===== src/rtl/apb_master.sv =====
// APB initiator: turns a valid/ready command into one APB SETUP/ACCESS transfer
// and returns the outcome on a valid/ready response channel.
//
// Ports
//   clk, rst        rising-edge clock, asynchronous active-high reset
//   cmd_*           command channel (valid/ready, write, addr, wdata)
//   rsp_*           response channel (valid/ready, rdata, err, timeout)
//   busy            high whenever the master is not idle
//   PSEL..PWDATA    APB request signals driven to the slave
//   PREADY..PSLVERR APB completion signals from the slave
//
// Misaligned commands (addr[1:0] != 0) never reach the bus and return an error.
// While PREADY is low the wait counter counts ACCESS cycles; reaching TIMEOUT
// ends the transfer with a timeout error (TIMEOUT = 0 waits forever).
module apb_master #(
    parameter int unsigned TIMEOUT = 256,
    parameter int unsigned CNT_W   = 16
) (
    input  logic        clk,
    input  logic        rst,
    input  logic        cmd_valid,
    output logic        cmd_ready,
    input  logic        cmd_write,
    input  logic [31:0] cmd_addr,
    input  logic [31:0] cmd_wdata,
    output logic        rsp_valid,
    input  logic        rsp_ready,
    output logic [31:0] rsp_rdata,
    output logic        rsp_err,
    output logic        rsp_timeout,
    output logic        busy,
    output logic        PSEL,
    output logic        PENABLE,
    output logic        PWRITE,
    output logic [31:0] PADDR,
    output logic [31:0] PWDATA,
    input  logic        PREADY,
    input  logic [31:0] PRDATA,
    input  logic        PSLVERR
);

    typedef enum logic [1:0] {StIdle, StSetup, StAccess, StResp} state_e;

    localparam logic             TmoEn   = (TIMEOUT != 0);
    localparam logic [CNT_W-1:0] TmoLast = CNT_W'(TIMEOUT - 1);
    localparam logic [CNT_W-1:0] CntMax  = {CNT_W{1'b1}};

    state_e            state_q, state_d;
    logic              write_q, write_d;
    logic [31:0]       addr_q, addr_d;
    logic [31:0]       wdata_q, wdata_d;
    logic [CNT_W-1:0]  cnt_q, cnt_d;
    logic [31:0]       rdata_q, rdata_d;
    logic              err_q, err_d;
    logic              tmo_q, tmo_d;

    always_ff @(posedge clk or posedge rst) begin
        if (rst) begin
            state_q <= StIdle;
            write_q <= 1'b0;
            addr_q  <= '0;
            wdata_q <= '0;
            cnt_q   <= '0;
            rdata_q <= '0;
            err_q   <= 1'b0;
            tmo_q   <= 1'b0;
        end else begin
            state_q <= state_d;
            write_q <= write_d;
            addr_q  <= addr_d;
            wdata_q <= wdata_d;
            cnt_q   <= cnt_d;
            rdata_q <= rdata_d;
            err_q   <= err_d;
            tmo_q   <= tmo_d;
        end
    end

    // Next-state logic
    always_comb begin
        state_d = state_q;
        write_d = write_q;
        addr_d  = addr_q;
        wdata_d = wdata_q;
        cnt_d   = cnt_q;
        rdata_d = rdata_q;
        err_d   = err_q;
        tmo_d   = tmo_q;
        unique case (state_q)
            StIdle: begin
                if (cmd_valid) begin
                    write_d = cmd_write;
                    addr_d  = cmd_addr;
                    wdata_d = cmd_wdata;
                    if (cmd_addr[1:0] == 2'b00) begin
                        state_d = StSetup;
                    end else begin
                        state_d = StResp;
                        err_d   = 1'b1;
                        tmo_d   = 1'b0;
                        rdata_d = '0;
                    end
                end
            end
            StSetup: begin
                state_d = StAccess;
                cnt_d   = '0;
            end
            StAccess: begin
                if (PREADY) begin
                    // PREADY takes priority over a timeout in the same cycle
                    state_d = StResp;
                    err_d   = PSLVERR;
                    tmo_d   = 1'b0;
                    rdata_d = (!write_q && !PSLVERR) ? PRDATA : '0;
                end else begin
                    if (cnt_q != CntMax) begin
                        cnt_d = cnt_q + CNT_W'(1);
                    end
                    if (TmoEn && (cnt_q == TmoLast)) begin
                        state_d = StResp;
                        err_d   = 1'b1;
                        tmo_d   = 1'b1;
                        rdata_d = '0;
                    end
                end
            end
            StResp: begin
                if (rsp_ready) begin
                    state_d = StIdle;
                end
            end
            default: state_d = StIdle;
        endcase
    end

    // Outputs decoded from the current state
    always_comb begin
        cmd_ready   = 1'b0;
        rsp_valid   = 1'b0;
        PSEL        = 1'b0;
        PENABLE     = 1'b0;
        PWRITE      = 1'b0;
        PADDR       = '0;
        PWDATA      = '0;
        rsp_rdata   = rdata_q;
        rsp_err     = err_q;
        rsp_timeout = tmo_q;
        busy        = (state_q != StIdle);
        unique case (state_q)
            StIdle: cmd_ready = 1'b1;
            StSetup: begin
                PSEL   = 1'b1;
                PWRITE = write_q;
                PADDR  = addr_q;
                PWDATA = wdata_q;
            end
            StAccess: begin
                PSEL    = 1'b1;
                PENABLE = 1'b1;
                PWRITE  = write_q;
                PADDR   = addr_q;
                PWDATA  = wdata_q;
            end
            StResp: rsp_valid = 1'b1;
            default: ;
        endcase
    end

endmodule


===== config.mk =====
export PLATFORM = sky130hd
export DESIGN_NAME = apb_master
export DESIGN_NICKNAME = d
export VERILOG_FILES = /design/src/rtl/apb_master.sv
export SDC_FILE = /design/constraint.sdc
export NUM_CORES = 1
export LEC_CHECK = 0
export CORE_UTILIZATION = 30
export DETAILED_ROUTE_END_ITERATION = 10
export DONT_BUFFER_PORTS = 1
export PLACE_DENSITY = 0.47
export SYNTH_ARGS = -nofsm -noshare
export SYNTH_HDL_FRONTEND = slang
export SYNTH_SLANG_ARGS = --single-unit

===== constraint.sdc =====
create_clock -name clk -period 3.8 [get_ports clk]
set_clock_uncertainty 0.2 [all_clocks]
set_input_delay 0.57 -clock clk [delete_from_list [all_inputs] [get_ports clk]]
set_output_delay 0.57 -clock clk [all_outputs]
set_load 0.01 [all_outputs]

==> results.md, run 1 <==
* Reg2reg end: rsp_rdata[12]$_DFFE_PP0P_
* Worst-path fanout max at 67
* Fraction of the cycle the final worst path needs at 0.786
* Accumulated negative setup slack at 0 ns
* Synth-to-layout area growth at 15.8%
* Proportion of layout cells with a drive suffix above 1 at 0.262
* Cell at the root of the clock tree: clkbuf_16
* TritonCTS clock tree: built
* TritonCTS sink count at 117
* Core footprint at 17,400 um2
* Clock group share of total power at 0.297
* Post-DRT Antenna Nets at 0
* Cell types occupying the most area after synthesis: dfrtp_1 (55%), mux2_2 (14%), and2_1 (7.7%), a22o_1 (5.2%), mux2i_1 (1.7%)
* Die Area at 18,300 um2
* Antenna violations before repair at 0
* Effective utilization at floorplan at 0.308
* Met1 routing resource usage after global routing at 0.160
* Port buffer count at 0
* Share of the yosys chip area belonging to registers at 0.548
* Number of top-level pins at 207
* Number of synthesized flops with an enable pin at 0
* Total power density per cell area at 889 nW/um2
* Gp weighted congestion at 0.790
* # placed instances at 631
* Yosys warning total at 0
* Summed area of non-filler cells in the final layout at 6180 um2
* Worst R2R Path Depth at 6
* Maxcap violations at 0
* FF-to-FF setup slack at 1.11 ns
* Count of cell types in the netlist at 43
* Most heavily used metal layer in global routing: met2
* Number of placement rows at 48
* Critical Setup Path Class: flip-flop to output pin
* DRC violations left at 0
* Maximum number of pins on one net before global-route repair at 68
* Library cell with the highest instance count after synthesis: dfrtp_1
* Global routing usage on met2 at 0.207
* Proportion of synthesized flip-flops having asynchronous set or reset at 1.00
* Logic pwr share at 0.344
* Post-layout instance count excluding filler cells at 664
* Maximum vdd ir drop at 0.000514 V
* Gate count of the mapped netlist at 427
* Post-layout worst setup margin at 0.813 ns
* Run status: finished, final reports clean
* First-pass detailed-route iteration total at 4
* Detailed-route wire length per cell at 18.2 um
* Post-layout nets at 535
* Total number of vias at 3,338
* Post-synthesis cell type with the largest combined area: dfrtp_1
* Top cells by count, synth: dfrtp_1 (117), and2_1 (66), mux2_2 (66), a22o_1 (32), nand2_1 (19)
* Insertion delay of the later-clocked pin in the worst-skew pair at 0.40 ns
* Post-cts repair resize count at 0
* Count of pins over their slew limit at 0
* Area share of the largest cell type after synthesis at 0.548
* Syn_area_per_cell at 12.5 um2
* Final hold violations at 0
* Startpoint type of the worst setup path: flip-flop
* Standby leakage power at 2.66 nW
* Via density per instance at 5.03
* Worst hold path class: input pin to flip-flop
* Total of endpoints with negative setup slack in the final report at 0
* Internal power at 3.52 mW
* Global route overflow at 0
* Required time at the worst-slack endpoint at 3.03 ns
* Netlist Area Pre-Place at 5340 um2
* Number of H-tree levels at 4
* Worst setup path start: state_q[1]$_DFFE_PP0P_
* Dominant synthesized flop cell: dfrtp_1
* Buffer depth of the longest clock path at 2
* Transition at the pin with the smallest max-transition slack at 0.979 ns
* Switching power share of the total at 0.360
* Post-synthesis net count at 536
* Vias in the first global route at 3,416
* Minimum period implied by the final worst setup slack at 2.99 ns
* Overall power consumption at 5.50 mW
* GR Util met3 at 0.0685
* Synthesis-stage register bit count at 117
* Smallest hold slack at 0.104 ns
* Slew margin rel. at 0.348
* Clock edge transition at the registers on the reported setup and hold paths at 0.06 ns
* Source of the worst hold timing path: PRDATA[22]
* Iteration-0 DRC Markers at 115
* End point of the critical path: PWDATA[6]
* First-pass GRT wire length at 18.5 mm
* Post-layout util at 0.356
* Standard cell area after detailed placement at 5570 um2
* Critical path capture point type: output pin
* Max Clock Freq at 335 MHz
* Critical path arrival at 2.22 ns
* Y dimension of the die at 135 um
* Overall global routing resource usage at 0.133
* Diode count at 0
* Pre-CTS setup slack at 1.09 ns
* Proportion of power drawn by flip-flops and latches at 0.359
* Routed Wire Length at 12.1 mm
* CTS buffer count at 17
* Final HPWL DP at 8.29 mm
* Die Span X at 135 um
* Startpoint of the worst-slack reg-to-reg timing path: state_q[0]$_DFFE_PP0P_
* RSZ-0062 raised after global routing: false
* Net switching power at 1.98 mW
## registers in the layout (all words and copies together) (netlist names)
signal / count
addr_q: 32
rsp_rdata: 32
wdata_q: 32
cnt_q: 16
state_q: 2
rsp_err: 1
rsp_timeout: 1
write_q: 1
## routing by layer
metal	vias to the layer above	share of wire
met4	0	0.011
met1	1665	0.43
met5	-	0
met3	8	0.096
li1	1510	-
met2	155	0.47
## worst min path at each step
stage	end	slack [ns]	cells after the start
floorplan	addr_q[23]$_DFFE_PP0P_	0.27	1
global placement	wdata_q[14]$_DFFE_PP0P_	0.28	1
detailed placement	wdata_q[8]$_DFFE_PP0P_	0.29	1
CTS	rsp_rdata[22]$_DFFE_PP0P_	0.08	1
global route	rsp_rdata[20]$_DFFE_PP0P_	0.07	1
finish	rsp_rdata[22]$_DFFE_PP0P_	0.10	1
## critical path, cell delays in order (launching register included)
cell and delay [ns]:
dfrtp_1 0.38, inv_1 0.10, ha_2 0.97, and2_1 0.32
## power by group through the flow
stage	Sequential [mW]	Clock, mW	Combinational, mW
after floorplan	1.90	0	1.63
after global placement	1.98	0	1.90
after detailed placement	1.99	0	1.93
after CTS	1.98	1.70	1.94
after global routing	2.03	1.75	2.07
final	1.97	1.63	1.89
## kinds of logic after synthesis
logic type / after synthesis / share of synthesized area
flops: 117 / 0.548
mux: 75 / 0.156
simple gates: 126 / 0.141
buf+inv: 35 / 0.0291
fa+ha+maj: 6 / 0.0141
compound gates: 68 / 0.112
## final cells by class
| type | instances | area [um2] |
|---|---|---|
| fill | 1715 | 11200 |
| sequential | 117 | 2930 |
| multi-input combinational | 275 | 2260 |
| clock buffer | 19 | 433 |
| tap | 225 | 282 |
| clock inverter | 13 | 175 |
| timing repair buffer | 7 | 67.6 |
| inverter | 8 | 33.8 |
## what timing repair did
| action | in CTS | in global routing |
|---|---|---|
| hold buffers | 1 | 0 |
| hold endpoints to repair | 21 | 0 |
| buffers inserted | 0 | 0 |
## cells in the final DEF, fill, tap and decap left out, drive strengths merged, types with 2 or more instances in the layout
master and count:
nand2b 11, buf 6, and4 2, mux2i 9, clkinvlp 5, and2 67, nand2 19, o2bb2ai 2
nand3 2, dfrtp 117, a211o 2, a21oi 6, nor2 8, mux2 66, o21ai 6, inv 10
nor3 3, clkbuf 19, a22o 32, bufinv 3, nand4 4, ha 6, nor4 2, a211oi 7
and3 4, clkinv 3, a41oi 2, a2111oi 4
No activity file was read; power rests on OpenSTA's default activity.
==> run 2: changes to the inputs <==
==> constraint.sdc (replaced) <==
create_clock -name clk -period 2.6 [get_ports clk]
set_clock_uncertainty 0.2 [all_clocks]
set_input_delay 0.39 -clock clk [delete_from_list [all_inputs] [get_ports clk]]
set_output_delay 0.39 -clock clk [all_outputs]
set_load 0.01 [all_outputs]
==> results.md, run 2 (synthesized netlist as in run 1, its figures left out) <==
* Net switching power at 2.93 mW
* Slowest cell on the critical path: dfrtp_1
* Proportion of power drawn by flip-flops and latches at 0.349
* Final hold violations at 0
* Number of top-level pins at 207
* First-pass detailed-route iteration total at 4
* Fraction of the cycle the final worst path needs at 0.910
* Number of setup buffers added after CTS at 0
* Y dimension of the die at 135 um
* Clock edge transition at the registers on the reported setup and hold paths at 0.05 ns
* Diode count at 0
* RSZ-0062 raised after global routing: false
* Overall global routing resource usage at 0.143
* DRC violations left at 0
* Minimum period implied by the final worst setup slack at 2.36 ns
* Cell at the root of the clock tree: clkbuf_16
* Gp weighted congestion at 0.775
* Synth-to-layout area growth at 35.8%
* Number of placement rows at 48
* Leading cell type in the layout, fill and taps excluded: dfrtp_1
* Internal power at 5.36 mW
* TritonCTS clock tree: built
* Routed Wire Length at 12.8 mm
* Maximum vdd ir drop at 0.000624 V
* Final HPWL DP at 8.35 mm
* Overall power consumption at 8.29 mW
* Post-cts repair resize count at 0
* Delay-heaviest family, CP: flip-flops
* TritonCTS sink count at 117
* Worst-path fanout max at 67
* Critical-path cell list: inv_1, ha_2, buf_12, and2_1
* Iteration-0 DRC Markers at 119
* Total of endpoints with negative setup slack in the final report at 0
* Worst Path Buf+Inv at 2
* Critical path capture point type: output pin
* Hold-fix buffers at CTS at 99
* Total power density per cell area at 1140 nW/um2
* Required time at the worst-slack endpoint at 2.01 ns
* Worst hold path class: input pin to flip-flop
* Vias in the first global route at 3,935
* Switching power share of the total at 0.354
* Accumulated negative setup slack at 0 ns
* Post-DRT Antenna Nets at 0
* Standby leakage power at 3.12 nW
* Proportion of layout cells with a drive suffix above 1 at 0.225
* Max Clock Freq at 423 MHz
* Summed area of non-filler cells in the final layout at 7250 um2
* Logic pwr share at 0.363
* Insertion delay of the later-clocked pin in the worst-skew pair at 0.40 ns
* Detailed-route wire length per cell at 16.7 um
* Post-layout worst setup margin at 0.235 ns
* Number of H-tree levels at 4
* Count of pins over their slew limit at 0
* Run status: finished, final reports clean
* Startpoint type of the worst setup path: flip-flop
* Global route overflow at 0
* Die Span X at 135 um
* Commonest cells after routing, fill and taps aside: dfrtp_1 (117), dlygate4sd3_1 (99), mux2_2 (66), and2_1 (66), a22o_1 (32)
* Buffer depth of the longest clock path at 2
* CTS buffer count at 17
* Effective utilization at floorplan at 0.308
* Via density per instance at 4.85
* Critical Setup Path Class: flip-flop to output pin
* Total number of vias at 3,721
* CP peak stage delay at 0.41 ns
* Transition at the pin with the smallest max-transition slack at 0.476 ns
* Core footprint at 17,400 um2
* Slew margin rel. at 0.683
* Post-layout nets at 639
* Antenna violations before repair at 0
* First-pass GRT wire length at 20.1 mm
* Clock group share of total power at 0.289
* Standard cell area after detailed placement at 5650 um2
* Die Area at 18,300 um2
* Maximum number of pins on one net before global-route repair at 80
* Port buffer count at 0
* Pre-CTS setup slack at 0.354 ns
* Critical path arrival at 1.77 ns
* Maxcap violations at 0
[run 2: power groups by stage]
stage / clock (mW) / sequential, mW / combinational (mW)
6_report: 2.39 / 2.89 / 3.01
5_1_grt: 2.56 / 2.97 / 3.30
4_1_cts: 2.46 / 2.89 / 3.08
3_5_place_dp: 0 / 2.90 / 2.95
3_3_place_gp: 0 / 2.88 / 2.89
2_1_floorplan: 0 / 2.77 / 2.39
[run 2: cell type report]
class	count	area [um2]
clock buffers	20	457
fillers	1617	10100
clock inverters	12	154
repair buffers	111	1130
inverters	8	33.8
flip-flops and latches	117	2930
well taps	225	282
multi-input cells	275	2260
[run 2: metrics by stage]
| step | hold slack (ns) | utilization | std cells |
|---|---|---|---|
| global placement | 0.230 | 0.325 | 637 |
| finish | 0.0860 | 0.418 | 768 |
| global route | 0.0990 | 0.418 | 768 |
| CTS | 0.0667 | 0.418 | 768 |
| floorplan | 0.271 | - | 427 |
| detailed placement | 0.238 | 0.325 | 637 |
[run 2: path summary, 6_finish.rpt]
path / start / to / slack, ns / depth (start not counted)
setup / recovery: state_q[0]$_DFFE_PP0P_ / PWDATA[17] / 0.24 / 4
hold / removal: PREADY / rsp_err$_DFFE_PP0P_ / 0.09 / 3
setup reg to reg: state_q[0]$_DFFE_PP0P_ / cnt_q[13]$_DFFE_PP0P_ / 0.35 / 6
hold reg to reg: addr_q[24]$_DFFE_PP0P_ / addr_q[24]$_DFFE_PP0P_ / 0.30 / 1
max in group asynchronous: rst / wdata_q[15]$_DFFE_PP0P_ / 1.41 / 3
min in group asynchronous: rst / write_q$_DFFE_PP0P_ / 0.42 / 3
[run 2: worst register-to-register path, cell delays in order (launching register included)]
cell,delay [ns]
dfrtp_1,0.41
inv_1,0.10
ha_1,0.28
and2b_1,0.40
nor2_1,0.15
a2111oi_2,0.42
mux2i_1,0.22
[run 2: layer usage]
metal / up-vias / wire length [um] / track usage
li1: 1715 / - / -
met1: 1836 / 5450 / 0.172
met2: 162 / 6190 / 0.234
met3: 8 / 1040 / 0.0509
met4: 0 / 120 / 0.0562
met5: - / 0 / 0
